===== src/rtl/pre_pkg.sv =====
// pre_writeback shared types and constants.
// Memory command codes are common to all arbiter clients.
package pre_pkg;

  localparam logic [3:0] MEM_CMD_IDLE      = 4'd0;
  localparam logic [3:0] MEM_CMD_BURST_WR8 = 4'd2;

  localparam int unsigned LANES       = 16;
  localparam int unsigned WORDS       = 8;
  localparam int unsigned BURST_BYTES = 32;

  typedef enum logic [2:0] {
    ST_IDLE,
    ST_CFG,
    ST_WAIT_BEAT,
    ST_LOAD,
    ST_REQ
  } pre_state_t;

endpackage


===== src/rtl/pre_lane_sat.sv =====
// One output lane: arithmetic shift, then ReLU or
// signed clamp into 16 bits.
module pre_lane_sat #(
  parameter int unsigned OUT_SHIFT = 0,
  parameter bit          RELU_EN   = 1'b1
) (
  input  logic [31:0] lane,
  output logic [15:0] res
);

  logic signed [31:0] y;

  assign y = $signed(lane) >>> OUT_SHIFT;

  always_comb begin
    res = y[15:0];
    if (y < 0) begin
      if (RELU_EN)
        res = '0;
      else if (y < -32768)
        res = 16'h8000;
    end else if (y > 32767) begin
      res = 16'h7FFF;
    end
  end

endmodule


===== src/rtl/pre_writeback.sv =====
// Post-result engine: takes CCM beats, saturates lanes,
// streams 8 words into the write buffer and bursts them.
module pre_writeback
  import pre_pkg::*;
#(
  parameter int unsigned OUT_SHIFT = 0,
  parameter bit          RELU_EN   = 1'b1
) (
  input  logic         clk,
  input  logic         rst_n,
  input  logic         PRE_START,
  output logic         PRE_STATUS,
  input  logic [31:0]  CFG_WRITE_START_ADDR,
  input  logic [15:0]  CFG_NUM_BEATS,
  input  logic [511:0] MAC_OUT,
  input  logic         PRE_TAKE_VLD,
  output logic         PRE_TAKE_RDY,
  output logic         PRE_REQ,
  output logic [31:0]  PRE_ADDR,
  output logic [3:0]   PRE_CMD,
  output logic         PRE_WR_BUF,
  output logic [31:0]  PRE_DIN,
  input  logic         MEM_PRE_SEL,
  input  logic         MEM_FIN
);

  pre_state_t state;
  logic [31:0] addr;
  logic [15:0] beats;
  logic [2:0]  k;
  logic [31:0] buf_q [WORDS];
  logic [LANES*16-1:0] proc;
  logic take;
  logic fin;

  for (genvar i = 0; i < LANES; i++) begin : g_lane
    pre_lane_sat #(
      .OUT_SHIFT(OUT_SHIFT),
      .RELU_EN  (RELU_EN)
    ) u_sat (
      .lane(MAC_OUT[32*i +: 32]),
      .res (proc[16*i +: 16])
    );
  end

  assign take = (state == ST_WAIT_BEAT) && PRE_TAKE_VLD;
  assign fin  = MEM_PRE_SEL && MEM_FIN;

  always_ff @(posedge clk) begin
    if (!rst_n) begin
      state <= ST_IDLE;
      addr  <= '0;
      beats <= '0;
      k     <= '0;
    end else begin
      unique case (state)
        ST_IDLE: if (PRE_START) begin
          addr  <= CFG_WRITE_START_ADDR;
          beats <= CFG_NUM_BEATS;
          state <= ST_CFG;
        end
        ST_CFG:
          state <= (beats == '0) ? ST_IDLE : ST_WAIT_BEAT;
        ST_WAIT_BEAT: if (take) begin
          k     <= '0;
          state <= ST_LOAD;
        end
        ST_LOAD: begin
          k <= k + 3'd1;
          if (k == 3'd7)
            state <= ST_REQ;
        end
        ST_REQ: if (fin) begin
          addr  <= addr + 32'(BURST_BYTES);
          beats <= beats - 16'd1;
          state <= (beats == 16'd1) ? ST_IDLE : ST_WAIT_BEAT;
        end
        default: state <= ST_IDLE;
      endcase
    end
  end

  // Data capture needs no reset: only read while in LOAD.
  always_ff @(posedge clk) begin
    if (take) begin
      for (int w = 0; w < WORDS; w++)
        buf_q[w] <= proc[32*w +: 32];
    end
  end

  assign PRE_STATUS   = (state != ST_IDLE);
  assign PRE_TAKE_RDY = take;
  assign PRE_REQ      = (state == ST_REQ);
  assign PRE_CMD      = PRE_REQ ? MEM_CMD_BURST_WR8
                                : MEM_CMD_IDLE;
  assign PRE_ADDR     = addr;
  assign PRE_WR_BUF   = (state == ST_LOAD);
  assign PRE_DIN      = PRE_WR_BUF ? buf_q[k] : '0;

endmodule

===== config.mk =====
export PLATFORM = sky130hd
export DESIGN_NAME = pre_writeback
export DESIGN_NICKNAME = d
export VERILOG_FILES = /design/src/rtl/pre_pkg.sv /design/src/rtl/pre_lane_sat.sv /design/src/rtl/pre_writeback.sv
export SDC_FILE = /design/constraint.sdc
export NUM_CORES = 1
export LEC_CHECK = 0
export ABC_AREA = 1
export CORE_AREA = 2 2 246 248
export CTS_CLUSTER_DIAMETER = 50
export DETAILED_ROUTE_END_ITERATION = 6
export DIE_AREA = 0 0 248 250
export GPL_TIMING_DRIVEN = 0
export PLACE_DENSITY_LB_ADDON = 0.2
export SYNTH_ARGS = -nofsm -noshare
export SYNTH_HDL_FRONTEND = slang
export SYNTH_SLANG_ARGS = --single-unit

===== constraint.sdc =====
create_clock -name clk -period 20.7 [get_ports clk]
set_clock_uncertainty 0.15 [all_clocks]
set_input_delay 4.14 -clock clk [delete_from_list [all_inputs] [get_ports clk]]
set_output_delay 4.14 -clock clk [all_outputs]
set_load 0.01 [all_outputs]

* Word-level counts from Yosys, hierarchy flattened
Memories as Yosys holds them, arrays and structs flattened. A register that Yosys moved wholly into a read port is not among the register bits.
Cells that the tools add are included.
W data, S select, Z words.
** Storage, ports and cells
- Memories kept :: 1
- Register bits :: 54
- Word-level logic and storage cells :: 113
- Output and inout bits :: 72
- RAM bits :: 256
- Input port bits :: 566
** Cells by class
- Muxes and demuxes :: 53
- Equal/unequal tests :: 10
- Reduce and logical (&&, ||, !) cells :: 10
- Order comparisons :: 32
- $add $sub $neg :: 3
** Memories
- buf_q :: depth 8, width 32, read ports 1, clocked after memory_dff 1, wr ports 8, RTL line pre_writeback.sv:31 : logic [31:0] buf_q [WORDS];
** Operator list (count)
- $mux W16 :: 34
- $gt A32 B16 Y1 const B :: 16
- $lt A32 B1 Y1 const B :: 16
- $mux W32 :: 3
- $pmux W32 S2 :: 1
- $add A32 B6 Y32 const B :: 1
- $pmux W16 S2 :: 1
- $mux W3 :: 7
- $eq A16 B1 Y1 const B :: 1
- $logic_not A16 Y1 :: 1
- $sub A16 B1 Y16 const B :: 1
- $pmux W3 S5 :: 1
- $eq A3 B2 Y1 const B :: 2
- $eq A3 B3 Y1 const B :: 2
- $mux W2 :: 3
- $pmux W3 S2 :: 1
- $ne A2 B1 Y1 const B :: 2
- $ne A2 B2 Y1 const B :: 2
- $reduce_and A4 Y1 :: 1
- $reduce_bool A2 Y1 :: 2
- $add A3 B1 Y3 const B :: 1
- $eq A3 B1 Y1 const B :: 1
- $logic_not A3 Y1 :: 1
- $reduce_and A3 Y1 :: 1
- other kinds (4) :: 6

* Logic depth before layout (Yosys ltp)
Gate-level depths: netlist of the first run.
- Depth in word-level cells :: 6
- Depth in mapped cells :: 10
- Depth with buffers taken out :: 10

* Hierarchy
From an unflattened synthesis of the first run, not the netlist that was laid out.
** Second synthesis, totals
- Cells, all modules :: 2631
- Area total of the unflattened synthesis :: 19398.6 sq um
** By module, submodules not included
- pre_writeback :: cells an instance 1351, sequential area each 8828.5 sq um, area each 13492.9 sq um, times used 1
- pre_lane_sat :: cells an instance 80, sequential area each 0.0 sq um, area each 369.1 sq um, times used 16

* Worst setup path after synthesis of the first run
Ideal clock, no wire load.
- Kind :: input to output
- Start point :: input PRE_TAKE_VLD
- End point :: output PRE_TAKE_RDY
- Cell stages on the path :: 2
- Required time :: 16410 ps
- Slack :: 1576 ps
- Arrival time :: 14834 ps
- Buffers on the path :: 0
- Path through :: inv_1 nor2_1
** Between the ends
- Cells in the longest elaborated chain, start to end :: 1
** Ends and longest elaborated chain
- start, declared :: RTL line pre_writeback.sv:16 : input logic PRE_TAKE_VLD,
- $logic_and A1 B1 Y1 :: RTL line pre_writeback.sv:46 : assign take = (state == ST_WAIT_BEAT) && PRE_TAKE_VLD;
- end, declared :: RTL line pre_writeback.sv:17 : output logic PRE_TAKE_RDY,
Every way passes these cells.

* Final worst setup path of the first run
Same ends and word-level chain as after synthesis.

==> qor.yml, run 1 <==
outcome:
  status: "complete, no violations"
clock_network:
  cts_setup_buffers: 0
  cts_hold_buf: 0
  clockBufferDepth: 3
  root_buffer: "clkbuf_16"
  insertion_delay_ps: 570
  cts.reportedPaths.clkPinSlew_ps: 50
  cts_max_level: 2
  cts_tree: "built"
  clock-sinks: 313
  cts_buffers: 45
  postCtsResizedCells: 0
setup_path:
  crit_path_end_kind: "output port"
  rr_startpoint: "state[2]"
  crit_required_ps: 16410
  worstSetupPathType: "in -> out"
  critPathLaunchType: "input pin"
  cp_max_fo: 31
  crit_path_start: "PRE_TAKE_VLD"
  crit_arrival_ps: 6060
run:
  drv_cap: 0
floorplan:
  core_um2: 59600
  io_pins: 638
  die_area_um2: 62000
  rows: 90
  die_w_um: 248
  fp.dieH_um: 250
  start_util_pct: 27.6
sta:
  min_period_ps: 10350
  rsz0062_at_grt: "false"
  worst_pin_slew_ps: 861
  finalCritPeriodShare_pct: 50.0
  finalHoldViolCount: 0
  max_freq_mhz: 96.7
  holdWs_ps: 329
  slew_viol_final: 0
  maxSlewHeadroom_pct: 42.1
  setup_viol_count_final: 0
  setup-tns-final_ps: 0
finish:
  nNetsFinal: 3226
  syn2layout_area_growth_pct: 55.3
  drive_gt1_share_pct: 6.06
  fill_cells: 6005
  fin_cells: 3474
routing:
  dr.pass1.iters: 5
  viasPerCell: 4.71
  wl_per_cell_um: 20.4
  finalWirelength_um: 70800
  drtIter0Drc: 1113
  drc: 0
  ant_nets: 0
  vias: 16400
logic_synthesis:
  synth.distinct_cells: 44
  avgSynthCellArea_um2: 8.46
  synthesis.area_um2: 16500
  ys_seq_elements: 313
  synthCells: 1946
  yosysSeqAreaShare_pct: 53.6
  ys_dominant_reg_cell: "edfxtp_1"
  synth_enable_flop_cells: 256
  yosysWarningCount: 0
  ys_async_sr_fraction_pct: 0
place:
  numPortBuffers: 634
  gp_congestion: 0.943
  dp_hpwl_um: 58300
  dp_cells: 3389
grt:
  grt_pass1_wl_um: 102000
  antenna_found_initial: 6
  overflow: 0
  gr-usage-all-layers_pct: 22.1
  grt_pass1_vias: 16800
  grt_max_degree: 37
power:
  leakagePower_nw: 9.75
  vdd_drop_max_mv: 0.0789
  power.density_nw_per_um2: 91.4
worst_hold_path:
  hp-start: "beats[15]"
  hold_class: "reg -> reg"
Yosys cell counts (9+ instances only):
cell	instances	area, um2
nand4_1	20	125
o21ai_0	420	2100
nand2_1	161	604
nand3_1	29	145
nor3_1	9	45.0
nor2_1	321	1200
a31oi_1	38	238
o21ai_1	17	85.1
buf_2	19	95.1
edfxtp_1	256	7690
buf_4	13	97.6
inv_1	299	1120
clkbuf_1	64	240
nor4_1	65	407
a21oi_1	43	215
o22ai_1	34	213
dfxtp_1	57	1140
logic make-up after synthesis:
family | count (synthesis) | synth area share [%]
AOI/OAI and AO/OA | 566 | 18.1
DFF | 313 | 53.6
other | 1 | 0.0228
and+or+nand+nor | 639 | 17.3
buffers and inverters | 417 | 10.3
xor gates and xnor gates | 4 | 0.213
adders and majority gates | 6 | 0.456
layer usage:
layer / vias up / global-route usage [%] / wire length (um)
li1: 8031 / - / -
met5: - / 0 / 34
met2: 580 / 41.4 / 37100
met4: 6 / 6.45 / 2000
met1: 7651 / 25.5 / 27300
met3: 94 / 3.70 / 4280
layout by cell type, fill, tap and decap left out, types with 6 or more instances in the layout:
cell type        Yosys  routed
nand4_1             20      20
buf_6                7       7
clkdlybuf4s50_1      0     634
inv_2                7       7
clkinv_4             0       7
nand3b_1             6       6
buf_4               13      13
clkinv_1             2       9
conb_1               1      19
o21ai_0            420     420
clkbuf_16            0      47
dfxtp_1             57      57
nor2_4               7       8
nand2_1            161     161
o22ai_1             34      34
buf_2               19      19
a31oi_1             38      38
nor4_1              65      64
ha_1                 6       6
clkbuf_1            64      66
a21oi_1             43      43
nor2_1             321     320
inv_6                0       8
nand3_1             29      29
buf_12               0       6
nor3_1               9       9
edfxtp_1           256     256
inv_1              299     299
o21ai_1             17      17
where the power goes:
group	total, W	internal (W)	switching (W)
combinational	0.000692	0.000295	0.000397
clock	0.000774	0.000459	0.000315
sequential	0.000872	0.000799	0.0000727
total	0.00234	0.00155	0.000785
metrics by stage:
| stage | util (%) | area (um2) | setup WS, ps | power [W] |
|---|---|---|---|---|
| global route | 42.9 | 25600 | 10230 | 0.00245 |
| CTS | 42.9 | 25600 | 10340 | 0.00236 |
| detailed placement | 40.4 | 24100 | 10340 | 0.00158 |
| global placement | 40.1 | 23900 | -5710 | 0.00160 |
| finish | 42.9 | 25600 | 10350 | 0.00234 |
| floorplan | - | 16500 | 1580 | 0.00124 |
worst max-delay path: stages:
cell	delay, ps
clkdlybuf4s50_1	480
inv_1	70
nor2_4	490
buf_12	280
clkdlybuf4s50_1	580
registers in the layout, indices dropped and copies added, names as in the netlist, named ones only:
signal    count
k             3
buf_q       256
beats        16
state         3
PRE_ADDR     32
cell type report:
cell class,instances,area [um2],share of cell area (%)
Sequential cell,313,8830,34.5
Timing Repair Buffer,643,6550,25.6
Multi-Input combinational cell,1234,6030,23.6
Clock buffer,49,1180,4.63
Inverter,309,1160,4.54
Tap cell,782,978,3.82
Buffer,108,532,2.08
Clock inverter,34,317,1.24
Antenna cell,2,5.00,0.0196
final timing paths:
kind,cells past startpoint,to,slack [ps]
min,2,beats[15],330
max,5,PRE_TAKE_RDY,10350
min reg2reg,2,beats[15],330
max reg2reg,8,buf_q[3][9],18080
Note: power is estimated with default switching activity, not from simulation.
==> run 2: changes to the inputs <==
clock period = 9.1 ns   (was 20.7 ns; I/O delays follow)
==> qor.yml, run 2 (synthesis results as in run 1) <==
clock_network:
  root_buffer: "clkbuf_16"
  cts_max_level: 2  # unchanged
  cts.reportedPaths.clkPinSlew_ps: 50  # about the same
  cts_setup_buffers: 0  # unchanged
  clock-sinks: 313  # unchanged
  clockBufferDepth: 3  # unchanged
  postCtsResizedCells: 0  # unchanged
  cts_buffers: 44  # -2.2%
  insertion_delay_ps: 560  # about the same
  cts_tree: "built"
  cts_hold_buf: 0  # unchanged
setup_path:
  r2r_end: "buf_q[2][30]"
  crit_arrival_ps: 4140  # -1920 ps
  reg2reg_depth: 7  # -1
  crit_buf_inv: 5  # +1
  crit_cells: 6  # +1
  critPathTopFamily: "buffers and inverters"
  slowest_delay_ps: 660  # +80 ps
  worstSetupPathType: "in -> out"
  path_cells: "clkdlybuf4s50_1, inv_1, nor2_4, buf_12, buf_16, clkdlybuf4s50_1"
  critPathLaunchType: "input pin"
  crit_required_ps: 7130  # -9280 ps
  cp_slowest_cell: "nor2_4"
  rr_startpoint: "state[2]"
  cp_max_fo: 30  # -3.2%
  crit_path_end_kind: "output port"
  r2r_slack_ps: 6480  # -11600 ps
  crit_path_frequent_cell: "clkdlybuf4s50_1"
sta:
  finalHoldViolCount: 0  # unchanged
  finalCritPeriodShare_pct: 67.1
  slew_viol_final: 0  # unchanged
  maxSlewHeadroom_pct: 44.2  # +2.1 points
  rsz0062_at_grt: "false"
  max_freq_mhz: 164
  worst_slack_ps: 2990  # -7360 ps
  setup_viol_count_final: 0  # unchanged
  min_period_ps: 6110
  holdWs_ps: 338  # +9.16 ps
  worst_pin_slew_ps: 834  # -26.3 ps
routing:
  vias: 16600  # +1.8%
  wl_per_cell_um: 20.5  # +0.53%
  viasPerCell: 4.79  # +1.7%
  drc: 0  # unchanged
  dr.pass1.iters: 5  # unchanged
  drtIter0Drc: 1319  # +19%
  finalWirelength_um: 71200  # +0.62%
  ant_nets: 0  # unchanged
floorplan:
  fp.dieH_um: 250  # unchanged
  die_w_um: 248  # unchanged
  start_util_pct: 27.6  # unchanged
  die_area_um2: 62000  # unchanged
  io_pins: 638  # unchanged
  rows: 90  # unchanged
  core_um2: 59600  # unchanged
finish:
  drive_gt1_share_pct: 5.81  # -0.25 points
  final_common_cell: "clkdlybuf4s50_1"
  regMostFlops: "buf_q"
  fin_util_pct: 42.8  # -0.16 points
  nNetsFinal: 3224  # -0.062%
  largest_register_ffs: 256  # unchanged
  layout_common_cells: "634 x clkdlybuf4s50_1, 420 x o21ai_0, 320 x nor2_1, 299 x inv_1, 256 x edfxtp_1"
  fill_cells: 5874  # -2.2%
  regArea_um2: 8830  # unchanged
  syn2layout_area_growth_pct: 54.8
  fin_cells: 3477  # +0.086%
  multi_input_area_um2: 6020  # -0.10%
worst_hold_path:
  hp-start: "k[1]"
  hold_path_depth: 2  # unchanged
  hold_class: "reg -> reg"
grt:
  gr-usage-all-layers_pct: 22.3  # +0.18 points
  grt_pass1_wl_um: 102000  # +0.37%
  antenna_found_initial: 13  # +7
  overflow: 0  # unchanged
  grt_max_degree: 36  # -2.7%
  grt_pass1_vias: 16900  # +0.88%
place:
  numPortBuffers: 634  # unchanged
  dp_cells: 3388  # -0.030%
  gp_congestion: 0.971  # +2.9%
  dp_slack_ps: 2980  # -7370 ps
  dp_hpwl_um: 58400  # about the same
run:
  drv_cap: 0  # unchanged
power:
  leakagePower_nw: 9.69  # -0.65%
  power.density_nw_per_um2: 206  # +130%
  vdd_drop_max_mv: 0.140  # +77%
outcome:
  status: "complete, no violations"
[run 2: changes by cell type in the layout (fill, tap and decap cells not counted), sizes merged]
cell	previous run	this run
diode	2	10
inv	318	314
clkinv	20	18
clkinvlp	2	4
buf	52	51
[run 2: where the power goes]
part | switching, W | internal [W]
sequential | 0.000172 | 0.00182
combinational | 0.000913 | 0.000664
clock | 0.000694 | 0.000990
total | 0.00178 | 0.00347
[run 2: area by class of cell]
| cell class | instances | area share [%] |
|---|---|---|
| multi-input cells | 1234 | 23.6 |
| inverters | 309 | 4.56 |
| clock inverters | 30 | 1.20 |
| repair buffers | 642 | 25.6 |
| flip-flops and latches | 313 | 34.6 |
| diodes | 10 | 0.0982 |
| plain buffers | 108 | 2.09 |
| clock buffers | 49 | 4.39 |
| well taps | 782 | 3.84 |
[run 2: worst min-delay path: stages (launching register included)]
cell,delay (ps)
dfxtp_1,310
nand2_1,60
a21oi_1,60
[run 2: worst max-delay path by stage]
stage	start	endpoint	slack, ps
final	PRE_TAKE_VLD	PRE_TAKE_RDY	2990
after global routing	PRE_TAKE_VLD	PRE_TAKE_RDY	2860
after CTS	PRE_TAKE_VLD	PRE_TAKE_RDY	2970
after detailed placement	PRE_TAKE_VLD	PRE_TAKE_RDY	2980
after global placement	PRE_TAKE_VLD	PRE_TAKE_RDY	-1690
after floorplan	PRE_TAKE_VLD	PRE_TAKE_RDY	1540
[run 2: per-stage QoR]
step | total power (W) | TNS [ps] | instance area (um2)
2_1_floorplan | 0.00277 | 0 | 16500
3_3_place_gp | 0.00358 | -1690 | 23900
3_5_place_dp | 0.00359 | 0 | 24000
4_1_cts | 0.00529 | 0 | 25500
5_1_grt | 0.00552 | 0 | 25500
6_report | 0.00525 | 0 | 25500
[run 2: routing by layer]
metal  vias to the layer above  track usage [%]  part of all wire, %
met5                         -                0                0.018
met4                         2             10.4                  4.2
met3                       125             3.87                  6.6
met2                       714             39.8                   50
met1                      7765             25.7                   39
li1                       8043                -                    -
==> run 3: changes to the inputs <==
clock period = 5.7 ns   (was 9.1 ns; I/O delays follow)
==> qor.yml, run 3 (synthesis results as in run 1) <==
routing:
  viasPerCell: 4.72  # -1.5%
  drc: 0  # unchanged
  highest_layer: "met5"
  dr.pass1.iters: 5  # unchanged
  finalWirelength_um: 70000  # -1.7%
  drtIter0Drc: 1134  # -14%
  vias: 16400  # -1.4%
  met2_length_um: 35400  # -1.6%
  drt-met1-wl_um: 26600  # -3.4%
  route.met3.wl_um: 4570  # -3.0%
  ant_nets: 0  # unchanged
  wl_per_cell_um: 20.1  # -1.8%
grt:
  grt_pass1_wl_um: 100000  # -1.7%
  overflow: 0  # unchanged
  antenna_found_initial: 11  # -2
  grt_max_degree: 35  # -2.8%
  gr-usage-all-layers_pct: 21.9  # -0.40 points
  grt_pass1_vias: 16800  # -0.74%
setup_path:
  rr_startpoint: "state[2]"
  crit_buf_inv: 3  # -2
  crit_required_ps: 4410  # -2720 ps
  r2r_end: "buf_q[2][7]"
  crit_cells: 7  # +1
  cp_max_fo: 10  # -67%
  worstSetupPathType: "reg -> out"
  crit_arrival_ps: 3220  # -920 ps
  r2r_slack_ps: 3060  # -3420 ps
  reg2reg_depth: 8  # +1
  critPathLaunchType: "register"
  crit_path_end: "PRE_DIN[16]"
  path_cells: "buf_2, clkbuf_1, o21ai_0, o22ai_1, o21ai_1, a31oi_1, clkdlybuf4s50_1"
  crit_path_end_kind: "output port"
  critPathTopFamily: "buffers and inverters"
  cp_slowest_cell: "clkdlybuf4s50_1"
  slowest_delay_ps: 700  # +40 ps
finish:
  design_area_um2: 25600  # +0.56%
  nNetsFinal: 3226  # +0.062%
  syn2layout_area_growth_pct: 55.6
  largest_register_ffs: 256  # unchanged
  layout_common_cells: "634 x clkdlybuf4s50_1, 420 x o21ai_0, 320 x nor2_1, 298 x inv_1, 256 x edfxtp_1"
  fin_cells: 3482  # +0.14%
  final_common_cell: "clkdlybuf4s50_1"
  regMostFlops: "buf_q"
  drive_gt1_share_pct: 6.02  # +0.21 points
power:
  leakagePower_nw: 9.74  # +0.56%
  vdd_drop_max_mv: 0.242  # +73%
  finalPower_w: 0.00853  # +62%
  pwr-share-comb_pct: 29.3  # -0.7 points
  intPower_w: 0.00572  # +65%
  clkPwrFrac_pct: 33.5  # +1.4 points
  switching_share_pct: 32.9  # -0.93 points
  p_sw_w: 0.00281  # +58%
  pwr-share-seq_pct: 37.3  # -0.6 points
  power.density_nw_per_um2: 333  # +62%
floorplan:
  core_um2: 59600  # unchanged
  start_util_pct: 27.6  # unchanged
  fp.dieH_um: 250  # unchanged
  die_area_um2: 62000  # unchanged
  rows: 90  # unchanged
  io_pins: 638  # unchanged
  die_w_um: 248  # unchanged
clock_network:
  cts.reportedPaths.clkPinSlew_ps: 60  # about the same
  cts_setup_buffers: 0  # unchanged
  cts_max_level: 2  # unchanged
  cts_tree: "built"
  insertion_delay_ps: 550  # about the same
  root_buffer: "clkbuf_16"
  clock-sinks: 313  # unchanged
  cts_buffers: 45  # +2.3%
  postCtsResizedCells: 0  # unchanged
  clockBufferDepth: 3  # unchanged
  cts_hold_buf: 0  # unchanged
sta:
  holdWs_ps: 332  # -6.16 ps
  maxSlewHeadroom_pct: 44.6  # +0.31 points
  min_period_ps: 4510
  worst_pin_slew_ps: 832  # -2.69 ps
  finalCritPeriodShare_pct: 79.1
  finalHoldViolCount: 0  # unchanged
  rsz0062_at_grt: "false"
  setup_viol_count_final: 0  # unchanged
  slew_viol_final: 0  # unchanged
  max_freq_mhz: 222
place:
  dp_hpwl_um: 57800  # -0.94%
  dpl_cell_area_um2: 24100  # +0.17%
  gp_congestion: 0.926  # -4.6%
  numPortBuffers: 634  # unchanged
  dp_cells: 3389  # +0.030%
run:
  drv_cap: 0  # unchanged
worst_hold_path:
  hold_class: "reg -> reg"
outcome:
  status: "complete, no violations"
-- run 3: layout make-up --
type                    instances  area (um2)
diodes                          9        22.5
inverters                     309        1170
fillers                      5962       33900
flip-flops and latches        313        8830
clock buffers                  52        1190
multi-input cells            1234        6020
clock inverters                32         335
repair buffers                643        6540
well taps                     782         978
plain buffers                 108         532
-- run 3: power groups by stage --
stage	Combinational (W)	Sequential, W	Clock, W
6_report	0.00250	0.00318	0.00285
3_5_place_dp	0.00250	0.00321	0
3_3_place_gp	0.00243	0.00327	0
2_1_floorplan	0.00124	0.00319	0
4_1_cts	0.00251	0.00317	0.00291
5_1_grt	0.00274	0.00321	0.00301
-- run 3: worst min-delay path: stages (launching register included) --
cell	delay [ps]
dfxtp_1	320
nand2_1	60
a21oi_1	50
-- run 3: per-stage QoR --
step	setup WS [ps]	util, %	TNS, ps
CTS	1120	43.0	0
detailed placement	1320	40.4	0
floorplan	-444	-	-920
global placement	-3850	40.1	-536290
global route	1040	43.0	0
finish	1190	43.0	0
-- run 3: worst min-delay path by stage --
stage	startpoint	endpoint	slack, ps	depth (start not counted)
2_1_floorplan	k[1]	register	310	2
3_3_place_gp	beats[15]	beats[15]	330	2
6_report	beats[15]	beats[15]	330	2
3_5_place_dp	beats[15]	beats[15]	330	2
5_1_grt	beats[15]	beats[15]	350	2
4_1_cts	beats[15]	beats[15]	340	2
-- run 3: routing by layer --
metal	vias up	track usage, %
met3	144	3.93
met2	651	39.5
met5	-	0
li1	8038	-
met1	7586	24.5
met4	4	11.0
